File: src/rtl/rv32_prog_loader_pkg.sv
// Purpose: shared command codes, loader state encoding and address types for the program loader.
// Latency: n/a (types and constants only).
// Backpressure: n/a.
package rv32_prog_loader_pkg;

    localparam int PROG_ADDR_W = 12;

    typedef logic [PROG_ADDR_W-1:0] rv_imem_addr_t;
    typedef logic [PROG_ADDR_W-1:0] rv_dmem_addr_t;

    localparam logic [7:0] PROG_CMD_IMEM = 8'hA5;
    localparam logic [7:0] PROG_CMD_DMEM = 8'h5A;
    localparam logic [7:0] PROG_CMD_RUN  = 8'hC3;
    localparam logic [7:0] PROG_CMD_HALT = 8'h3C;

    typedef enum logic [2:0] {
        ST_IDLE,
        ST_ADDR0,
        ST_ADDR1,
        ST_CNT0,
        ST_CNT1,
        ST_DATA,
        ST_CSUM
    } prog_state_t;

endpackage

File: src/rtl/rv32_prog_word_asm.sv
// Purpose: packs little-endian bytes into 32-bit words, byte k landing in bits [8k+7:8k].
// Latency: word_vld pulses for one cycle, the cycle after the 4th byte is accepted.
// Backpressure: none; a byte is taken every cycle byte_vld is high, buffer re-arms during the pulse.
module rv32_prog_word_asm (
    input  logic        clk,
    input  logic        rst_n,
    input  logic        clr,
    input  logic        byte_vld,
    input  logic [7:0]  byte_dat,
    output logic        byte_last,
    output logic        word_vld,
    output logic [31:0] word_dat
);

    logic [1:0]  idx_q, idx_d;
    logic [23:0] buf_q, buf_d;
    logic        word_vld_q, word_vld_d;
    logic [31:0] word_q, word_d;

    assign byte_last = byte_vld & ~clr & (idx_q == 2'd3);
    assign word_vld  = word_vld_q;
    assign word_dat  = word_q;

    // Collect bytes 0..2 in the buffer; the 4th byte completes the word and emits it.
    always_comb begin
        idx_d      = idx_q;
        buf_d      = buf_q;
        word_d     = word_q;
        word_vld_d = 1'b0;
        if (clr) begin
            idx_d = 2'd0;
        end else if (byte_vld) begin
            if (idx_q == 2'd3) begin
                word_d     = {byte_dat, buf_q};
                word_vld_d = 1'b1;
                idx_d      = 2'd0;
            end else begin
                buf_d[{idx_q, 3'b000} +: 8] = byte_dat;
                idx_d                       = idx_q + 2'd1;
            end
        end
    end

    // Assembler state; reset cuts any pulse in flight.
    always_ff @(posedge clk or negedge rst_n) begin
        if (!rst_n) begin
            idx_q      <= 2'd0;
            buf_q      <= 24'd0;
            word_q     <= 32'd0;
            word_vld_q <= 1'b0;
        end else begin
            idx_q      <= idx_d;
            buf_q      <= buf_d;
            word_q     <= word_d;
            word_vld_q <= word_vld_d;
        end
    end

endmodule

File: src/rtl/rv32_prog_loader.sv
// Purpose: parses the framed host byte stream into imem/dmem word writes and core reset control.
// Latency: write strobe in the cycle after a word's 4th byte; command effects visible the next cycle.
// Backpressure: never; in_ready is tied high and every byte is consumed in one cycle.
module rv32_prog_loader
    import rv32_prog_loader_pkg::*;
#(
    parameter int ADDR_W = PROG_ADDR_W,
    parameter int DATA_W = 32
) (
    input  logic              rv32_io_clk,
    input  logic              rv32_io_rst_n,
    input  logic [7:0]        in_data,
    input  logic              in_valid,
    output logic              in_ready,
    output logic [ADDR_W-1:0] prog_imem_addr,
    output logic [DATA_W-1:0] prog_imem_data,
    output logic              prog_imem_w_en,
    output logic [ADDR_W-1:0] prog_dmem_addr,
    output logic [DATA_W-1:0] prog_dmem_data,
    output logic              prog_dmem_w_en,
    output logic              prog_program,
    output logic              core_rst_n,
    output logic              busy,
    output logic              err,
    output logic [15:0]       words_written
);

    prog_state_t       state_q, state_d;
    logic [15:0]       addr_q, addr_d;      // full 16-bit frame address; low ADDR_W bits used
    logic [15:0]       cnt_q, cnt_d;        // words remaining in the frame
    logic [7:0]        sum_q, sum_d;
    logic              dmem_q, dmem_d;      // target of the current frame
    logic [ADDR_W-1:0] wr_addr_q, wr_addr_d;
    logic              wr_last_q, wr_last_d;
    logic              prog_q, prog_d;
    logic              core_rst_q, core_rst_d;
    logic              err_q, err_d;
    logic [15:0]       words_q, words_d;

    logic              byte_acc;
    logic              byte_last;
    logic              word_vld;
    logic [31:0]       word_dat;

    assign in_ready = 1'b1;
    assign byte_acc = in_valid;

    rv32_prog_word_asm u_word_asm (
        .clk       (rv32_io_clk),
        .rst_n     (rv32_io_rst_n),
        .clr       (state_q != ST_DATA),
        .byte_vld  (byte_acc),
        .byte_dat  (in_data),
        .byte_last (byte_last),
        .word_vld  (word_vld),
        .word_dat  (word_dat)
    );

    assign prog_imem_addr = wr_addr_q;
    assign prog_dmem_addr = wr_addr_q;
    assign prog_imem_data = word_dat;
    assign prog_dmem_data = word_dat;
    assign prog_imem_w_en = word_vld & ~dmem_q;
    assign prog_dmem_w_en = word_vld &  dmem_q;
    assign prog_program   = prog_q;
    assign core_rst_n     = core_rst_q;
    assign busy           = (state_q != ST_IDLE);
    assign err            = err_q;
    assign words_written  = words_q;

    // Frame parser: one state step per accepted byte, plus write bookkeeping.
    always_comb begin
        state_d    = state_q;
        addr_d     = addr_q;
        cnt_d      = cnt_q;
        sum_d      = sum_q;
        dmem_d     = dmem_q;
        wr_addr_d  = wr_addr_q;
        wr_last_d  = wr_last_q;
        prog_d     = prog_q;
        core_rst_d = core_rst_q;
        err_d      = err_q;
        words_d    = words_q;

        if (word_vld) begin
            if (words_q != 16'hFFFF) begin
                words_d = words_q + 16'd1;
            end
            // Program select drops right after the final dmem strobe.
            if (dmem_q && wr_last_q) begin
                prog_d = 1'b0;
            end
        end

        if (byte_acc) begin
            case (state_q)
                ST_IDLE: begin
                    case (in_data)
                        PROG_CMD_IMEM: begin
                            state_d    = ST_ADDR0;
                            dmem_d     = 1'b0;
                            sum_d      = 8'd0;
                            core_rst_d = 1'b0;
                            prog_d     = 1'b0;
                        end
                        PROG_CMD_DMEM: begin
                            state_d    = ST_ADDR0;
                            dmem_d     = 1'b1;
                            sum_d      = 8'd0;
                            core_rst_d = 1'b0;
                            prog_d     = 1'b1;
                        end
                        PROG_CMD_RUN:  core_rst_d = 1'b1;
                        PROG_CMD_HALT: core_rst_d = 1'b0;
                        default:       err_d      = 1'b1;
                    endcase
                end
                ST_ADDR0: begin
                    addr_d  = {8'h00, in_data};
                    sum_d   = sum_q + in_data;
                    state_d = ST_ADDR1;
                end
                ST_ADDR1: begin
                    addr_d  = {in_data, addr_q[7:0]};
                    sum_d   = sum_q + in_data;
                    state_d = ST_CNT0;
                end
                ST_CNT0: begin
                    cnt_d   = {8'h00, in_data};
                    sum_d   = sum_q + in_data;
                    state_d = ST_CNT1;
                end
                ST_CNT1: begin
                    cnt_d   = {in_data, cnt_q[7:0]};
                    sum_d   = sum_q + in_data;
                    state_d = ((in_data != 8'd0) || (cnt_q[7:0] != 8'd0)) ? ST_DATA : ST_CSUM;
                end
                ST_DATA: begin
                    sum_d = sum_q + in_data;
                    if (byte_last) begin
                        wr_addr_d = addr_q[ADDR_W-1:0];
                        addr_d    = addr_q + 16'd1;
                        wr_last_d = (cnt_q == 16'd1);
                        cnt_d     = cnt_q - 16'd1;
                        if (cnt_q == 16'd1) begin
                            state_d = ST_CSUM;
                        end
                    end
                end
                ST_CSUM: begin
                    if (in_data != sum_q) begin
                        err_d = 1'b1;
                    end
                    prog_d  = 1'b0;
                    state_d = ST_IDLE;
                end
                default: state_d = ST_IDLE;
            endcase
        end
    end

    // Loader registers; reset holds the core and discards any partial frame.
    always_ff @(posedge rv32_io_clk or negedge rv32_io_rst_n) begin
        if (!rv32_io_rst_n) begin
            state_q    <= ST_IDLE;
            addr_q     <= 16'd0;
            cnt_q      <= 16'd0;
            sum_q      <= 8'd0;
            dmem_q     <= 1'b0;
            wr_addr_q  <= '0;
            wr_last_q  <= 1'b0;
            prog_q     <= 1'b0;
            core_rst_q <= 1'b0;
            err_q      <= 1'b0;
            words_q    <= 16'd0;
        end else begin
            state_q    <= state_d;
            addr_q     <= addr_d;
            cnt_q      <= cnt_d;
            sum_q      <= sum_d;
            dmem_q     <= dmem_d;
            wr_addr_q  <= wr_addr_d;
            wr_last_q  <= wr_last_d;
            prog_q     <= prog_d;
            core_rst_q <= core_rst_d;
            err_q      <= err_d;
            words_q    <= words_d;
        end
    end

endmodule

File: config.mk
export PLATFORM = sky130hd
export DESIGN_NAME = rv32_prog_loader
export DESIGN_NICKNAME = d
export VERILOG_FILES = /design/src/rtl/rv32_prog_loader_pkg.sv /design/src/rtl/rv32_prog_word_asm.sv /design/src/rtl/rv32_prog_loader.sv
export SDC_FILE = /design/constraint.sdc
export NUM_CORES = 1
export LEC_CHECK = 0
export BUFFER_PORTS_ARGS = -buffer_cell sky130_fd_sc_hd__buf_2
export CAP_MARGIN = 15
export CORE_MARGIN = 1.5
export CORE_UTILIZATION = 43
export DETAILED_ROUTE_END_ITERATION = 12
export PLACE_DENSITY = 0.72
export SLEW_MARGIN = 20
export SYNTH_ARGS = -nofsm -noshare
export SYNTH_HDL_FRONTEND = slang
export SYNTH_SLANG_ARGS = --single-unit
File: constraint.sdc
create_clock -name rv32_io_clk -period 2.9 [get_ports rv32_io_clk]
set_input_delay 0.58 -clock rv32_io_clk [delete_from_list [all_inputs] [get_ports rv32_io_clk]]
set_output_delay 0.58 -clock rv32_io_clk [all_outputs]
set_load 0.01 [all_outputs]
## After elaboration in Yosys (flattened, before gate mapping)

Cells that the tools add are included.

- $add $sub $neg: 6
- Equality and inequality tests: 20
- Shift-type cells: 2
- Muxes and demuxes: 28
- Bitwise operators: 9
- Reduce and logical (&&, ||, !) cells: 32

Operators by type and width:

| kind | count |
|---|---|
| $pmux 16 s3 | 2 |
| $add 16x1->16 const B | 2 |
| $mux 16 | 2 |
| $bwmux 24 | 1 |
| $reduce_and 3->1 | 8 |
| $shift 8x7->24 const A | 1 |
| $shiftx 8x7->24 | 1 |
| $pmux 3 s6 | 1 |
| $eq 16x1->1 const B | 1 |
| $eq 8x8->1 const B | 2 |
| $ne 16x16->1 const B | 1 |
| $pmux 8 s2 | 1 |
| $reduce_and 4->1 | 4 |
| $reduce_bool 8->1 | 2 |
| $sub 16x1->16 const B | 1 |
| $reduce_bool 2->1 | 7 |
| $ne 2x2->1 const B | 5 |
| $pmux 1 s2 | 5 |
| $eq 3x3->1 const B | 3 |
| $mux 3 | 3 |
| $reduce_bool 3->1 | 3 |
| $add 8x8->8 | 1 |
| $eq 8x6->1 const B | 1 |
| $eq 8x7->1 const B | 1 |
| other kinds (20) | 38 |

- Bits in registers: 135
- Input bits: 11
- Output and inout bits: 111
- Logic and storage cells: 114

## Depth between registers and ports, before layout

- Depth after elaboration: 6
- Depth in mapped cells: 10
- Mapped depth without buffers: 8

## Cells and area by module

From an unflattened synthesis, not the netlist that was laid out.

- Cell total of the unflattened synthesis: 711
- Area, all modules: 6895.4 um^2

By module, submodules not included:

| module | instances | cells an instance | area an instance (um^2) |
|---|---|---|---|
| rv32_prog_loader | 1 | 498 | 4565.6 |
| rv32_prog_word_asm | 1 | 213 | 2329.7 |

## Least setup slack after synthesis

Ideal clock, no wire load.

- Path kind: reg-to-reg
- Start point: register cnt_q[0]
- End point: register state_q[0]
- Setup time: 0.125 ns
- Data arrival time: 2.068 ns
- Path slack: 0.707 ns
- Cell stages (with the launch flop): 8
- Path buffers: 0
- Clock period less this slack: 2.193 ns
- Cells stage by stage: dfrtp_1 inv_1 ha_1 or4b_2 nor2_2 a31o_2 a211oi_1 mux2_2

- Longest elaborated chain between the ends: 4

RTL lines:

| element | RTL line | source |
|---|---|---|
| start: declaration | rv32_prog_loader.sv:30 | `logic [15:0] cnt_q, cnt_d;` |
| start signal: assignment | rv32_prog_loader.sv:179 | `cnt_q <= cnt_d;` |
| $reduce_bool 8->1 | rv32_prog_loader.sv:136 | `state_d = ((in_data != 8'd0) \|\| (cnt_q[7:0] != 8'd0)) ? ST_DATA : ST_CSUM;` |
| $logic_or 1x1->1 | rv32_prog_loader.sv:136 |  |
| $mux 2 | rv32_prog_loader.sv:136 |  |
| $pmux 3 s6 | rv32_prog_loader.sv:96 | `case (state_q)` |
| end signal: assignment | rv32_prog_loader.sv:177 | `state_q <= state_d;` |
| end: declaration | rv32_prog_loader.sv:28 | `prog_state_t state_q, state_d;` |

Parallel ways exist; a longest one is shown, timed or not.
A chain may end at the register's enable or synchronous reset.

## Final worst setup path

Same ends and word-level chain as after synthesis.

==> impl_metrics.csv <==
group,metric,value,unit
place,dp_hpwl,11.0,mm
floorplanning,top_level_ports,122,
sta,tightest_slew,0.862,ns
cts,cts_resized,0,
synthesis,syn_nets,720,
critical_path,startpoint_type,"flip-flop",
critical_path,startpoint,"cnt_q[0]",
cts,cts_buffers,17,
critical_path,path_delay_family,"simple AND/OR/NAND/NOR gates",
cts,clk_pin_slew,0.06,ns
synthesis,synth_ff_type,"dfrtp_1",
cells_and_area,fin_nets,795,
critical_path,crit_path_end_kind,"flip-flop",
sta,fmax,0.404,GHz
sta,fin_crit,2.48,ns
place,dp_cells,962,
grt,grt_pass1_wl,26.1,mm
power,p_leak,3.98,nW
synthesis,yosys.area.top_type,"dfrtp_1",
synthesis,synthArstFlopShare,1.00,
place,port_buffers,120,
cts,cts_tree,"yes",
synthesis,syn_avg_cell_area,10.0,um^2
grt,grt_overflow,0,
critical_path,reg2reg_to,"state_q[0]",
synthesis,ys_ff_latch,131,
cells_and_area,final_layout_size_suffix_gt1_frac,0.287,
synthesis,synthCells,690,
floorplanning,die_area,16900,um^2
routing,dr.pass1.iters,6,
grt,antenna_found_initial,0,
floorplanning,core_area,15800,um^2
synthesis,netlist_area,6920,um^2
cells_and_area,syn2layout_area_growth,16.9,%
sta,setup_tns,0,ns
critical_path,worstPathMaxFanout,9,
sta,finClkSkew,0.0206,ns
routing,ant_nets,0,
cts,root_buffer,"clkbuf_16",
grt,grt_usage,0.199,
critical_path,r2r-start,"cnt_q[0]",
synthesis,synth_commonest_cells,"dfrtp_1 (131), nand2_1 (83), o21ai_0 (59)",
run,timing.max_cap.violations,0,
critical_path,crit_cells,7,
critical_path,cp_slowest_cell,"or4b_2",
routing,finalWirelength,15.9,mm
synthesis,yosys_warnings,0,
grt,grt_pass1_vias,5051,
critical_path,rr_worst_depth,7,
routing,drc,0,
sta,setup_viol,0,
floorplanning,initial_core_util,0.437,
cts,cts-hold-fix-buffers,0,
critical_path,timing.critical_path.cells,"inv_1 -> ha_1 -> or4b_2 -> nor2_2 -> a31o_2 -> a211oi_1 -> mux2_2",
synthesis,synth_cell_types,68,
critical_path,setup.worst_path.class,"flip-flop to flip-flop",
routing,drt_iter0_drc,391,
sta,fin_crit_sh,0.854,
synthesis,synth_most_common_cell,"dfrtp_1",
critical_path,cp.arrival,2.79,ns
synthesis,yosys-top-cells-area,"dfrtp_1 (47%), mux2_2 (7.6%), buf_4 (4.9%)",
status,status,"complete, no violations",
place,place_congestion,0.883,
critical_path,path_buf_inv,1,
routing,via_per_inst,5.47,
sta,postLayoutSetupSlackWorst,0.422,ns
cts,clockBufferDepth,2,
sta,relSlewSlack,0.418,
critical_path,endpoint,"state_q[0]",
critical_path,reg2reg_slack,0.42,ns
cells_and_area,stdcell_count,994,
cts,ctsHtreeMaxLevel,4,
cts,postCtsSetupBuffers,0,
sta,hold_violations,0,
cts,cts.sink_count,131,
place,dp_slack,0.387,ns
critical_path,required,3.21,ns
hold_path,hold_path_class,"input pin to async pin",
synthesis,synth-edff-count,0,
cells_and_area,insertedDiodeCount,0,
sta,rsz0062_at_grt,"false",
cts,clk_latency,0.42,ns
power,ir_drop,0.547,mV
synthesis,synth_top_area_frac,0.474,
power,power.density,805,nW/um^2
grt,grt_max_degree,68,
routing,vias,5435,
routing,wl_per_cell,16.0,um
sta,report.final.slew_viol_count,0,
floorplanning,std_cell_rows,46,
critical_path,cp_slowest_stage_delay,0.66,ns
floorplanning,die_w,130,um
floorplanning,fp.dieH,130,um
synthesis,yosysSeqAreaShare,0.474,
## flip-flops by register name (all words and copies together) (netlist names)
name	count
u_word_asm.idx_q	2
u_word_asm.buf_q	24
core_rst_n	1
addr_q	12
words_written	16
dmem_q	1
prog_program	1
cnt_q	16
prog_dmem_addr	12
err	1
u_word_asm.word_dat	32
sum_q	8
wr_last_q	1
state_q	3
u_word_asm.word_vld	1
## cells by family (layout without fill, tap and decap cells)
logic type | Yosys count | after routing | synth area share
flip-flops | 131 | 131 | 0.474
multiplexers | 51 | 51 | 0.0822
buffers and inverters | 98 | 186 | 0.0799
adder cells (fa/ha/maj) | 19 | 19 | 0.0354
XOR/XNOR | 19 | 19 | 0.0240
AO/OA/AOI/OAI | 158 | 158 | 0.151
AND/OR/NAND/NOR | 213 | 213 | 0.153
other | 1 | 1 | 0.000542
## routing by layer
| metal | global-route usage | up-vias | part of all wire |
|---|---|---|---|
| met5 | 0 | - | 0 |
| met4 | 0.0634 | 0 | 0.014 |
| met3 | 0.0513 | 21 | 0.067 |
| met2 | 0.306 | 215 | 0.46 |
| met1 | 0.277 | 2613 | 0.46 |
| li1 | - | 2586 | - |
## cells in the final DEF, fill, tap and decap left out, drive strengths merged, types with 10 or more instances in the layout
master	n
clkbuf	21
nor4	14
a22oi	10
buf	133
inv	20
nand2	83
mux2	47
a21oi	23
ha	18
nand3	19
xnor2	11
dfrtp	131
o21ai	60
nor2	34
nor3	23
## how the worst min path moves through the flow
stage,startpoint,to,slack (ns),cells past startpoint
2_1_floorplan,rv32_io_rst_n,addr_q[0],0.28,0
3_3_place_gp,err,err,0.46,1
3_5_place_dp,u_word_asm.buf_q[4],u_word_asm.buf_q[4],0.47,2
4_1_cts,rv32_io_rst_n,words_written[5],0.18,1
5_1_grt,rv32_io_rst_n,words_written[7],0.20,1
6_report,rv32_io_rst_n,words_written[5],0.16,1
## per-stage QoR
stage / instance area, um^2 / utilization / power, mW / hold WS [ns]
floorplan: 6920 / - / 3.71 / 0.284
detailed placement: 7450 / 0.471 / 4.23 / 0.466
global placement: 7450 / 0.471 / 4.19 / 0.459
global route: 8090 / 0.511 / 6.91 / 0.198
CTS: 8090 / 0.511 / 6.52 / 0.180
finish: 8090 / 0.511 / 6.51 / 0.159
## power by group
part           internal, mW  total [mW]  switching [mW]
Clock                  1.49        2.27           0.783
Combinational         0.740        1.79            1.05
Sequential             2.12        2.45           0.329
Total                  4.35        6.51            2.16
## cell type report
cell class / instances / area, um^2
Fill cell: 1428 / 7740
Sequential cell: 131 / 3280
Multi-Input combinational cell: 461 / 3100
Timing Repair Buffer: 133 / 726
Clock buffer: 21 / 460
Tap cell: 216 / 270
Clock inverter: 11 / 178
Inverter: 21 / 78.8
Note: power is estimated with default switching activity, not from simulation.
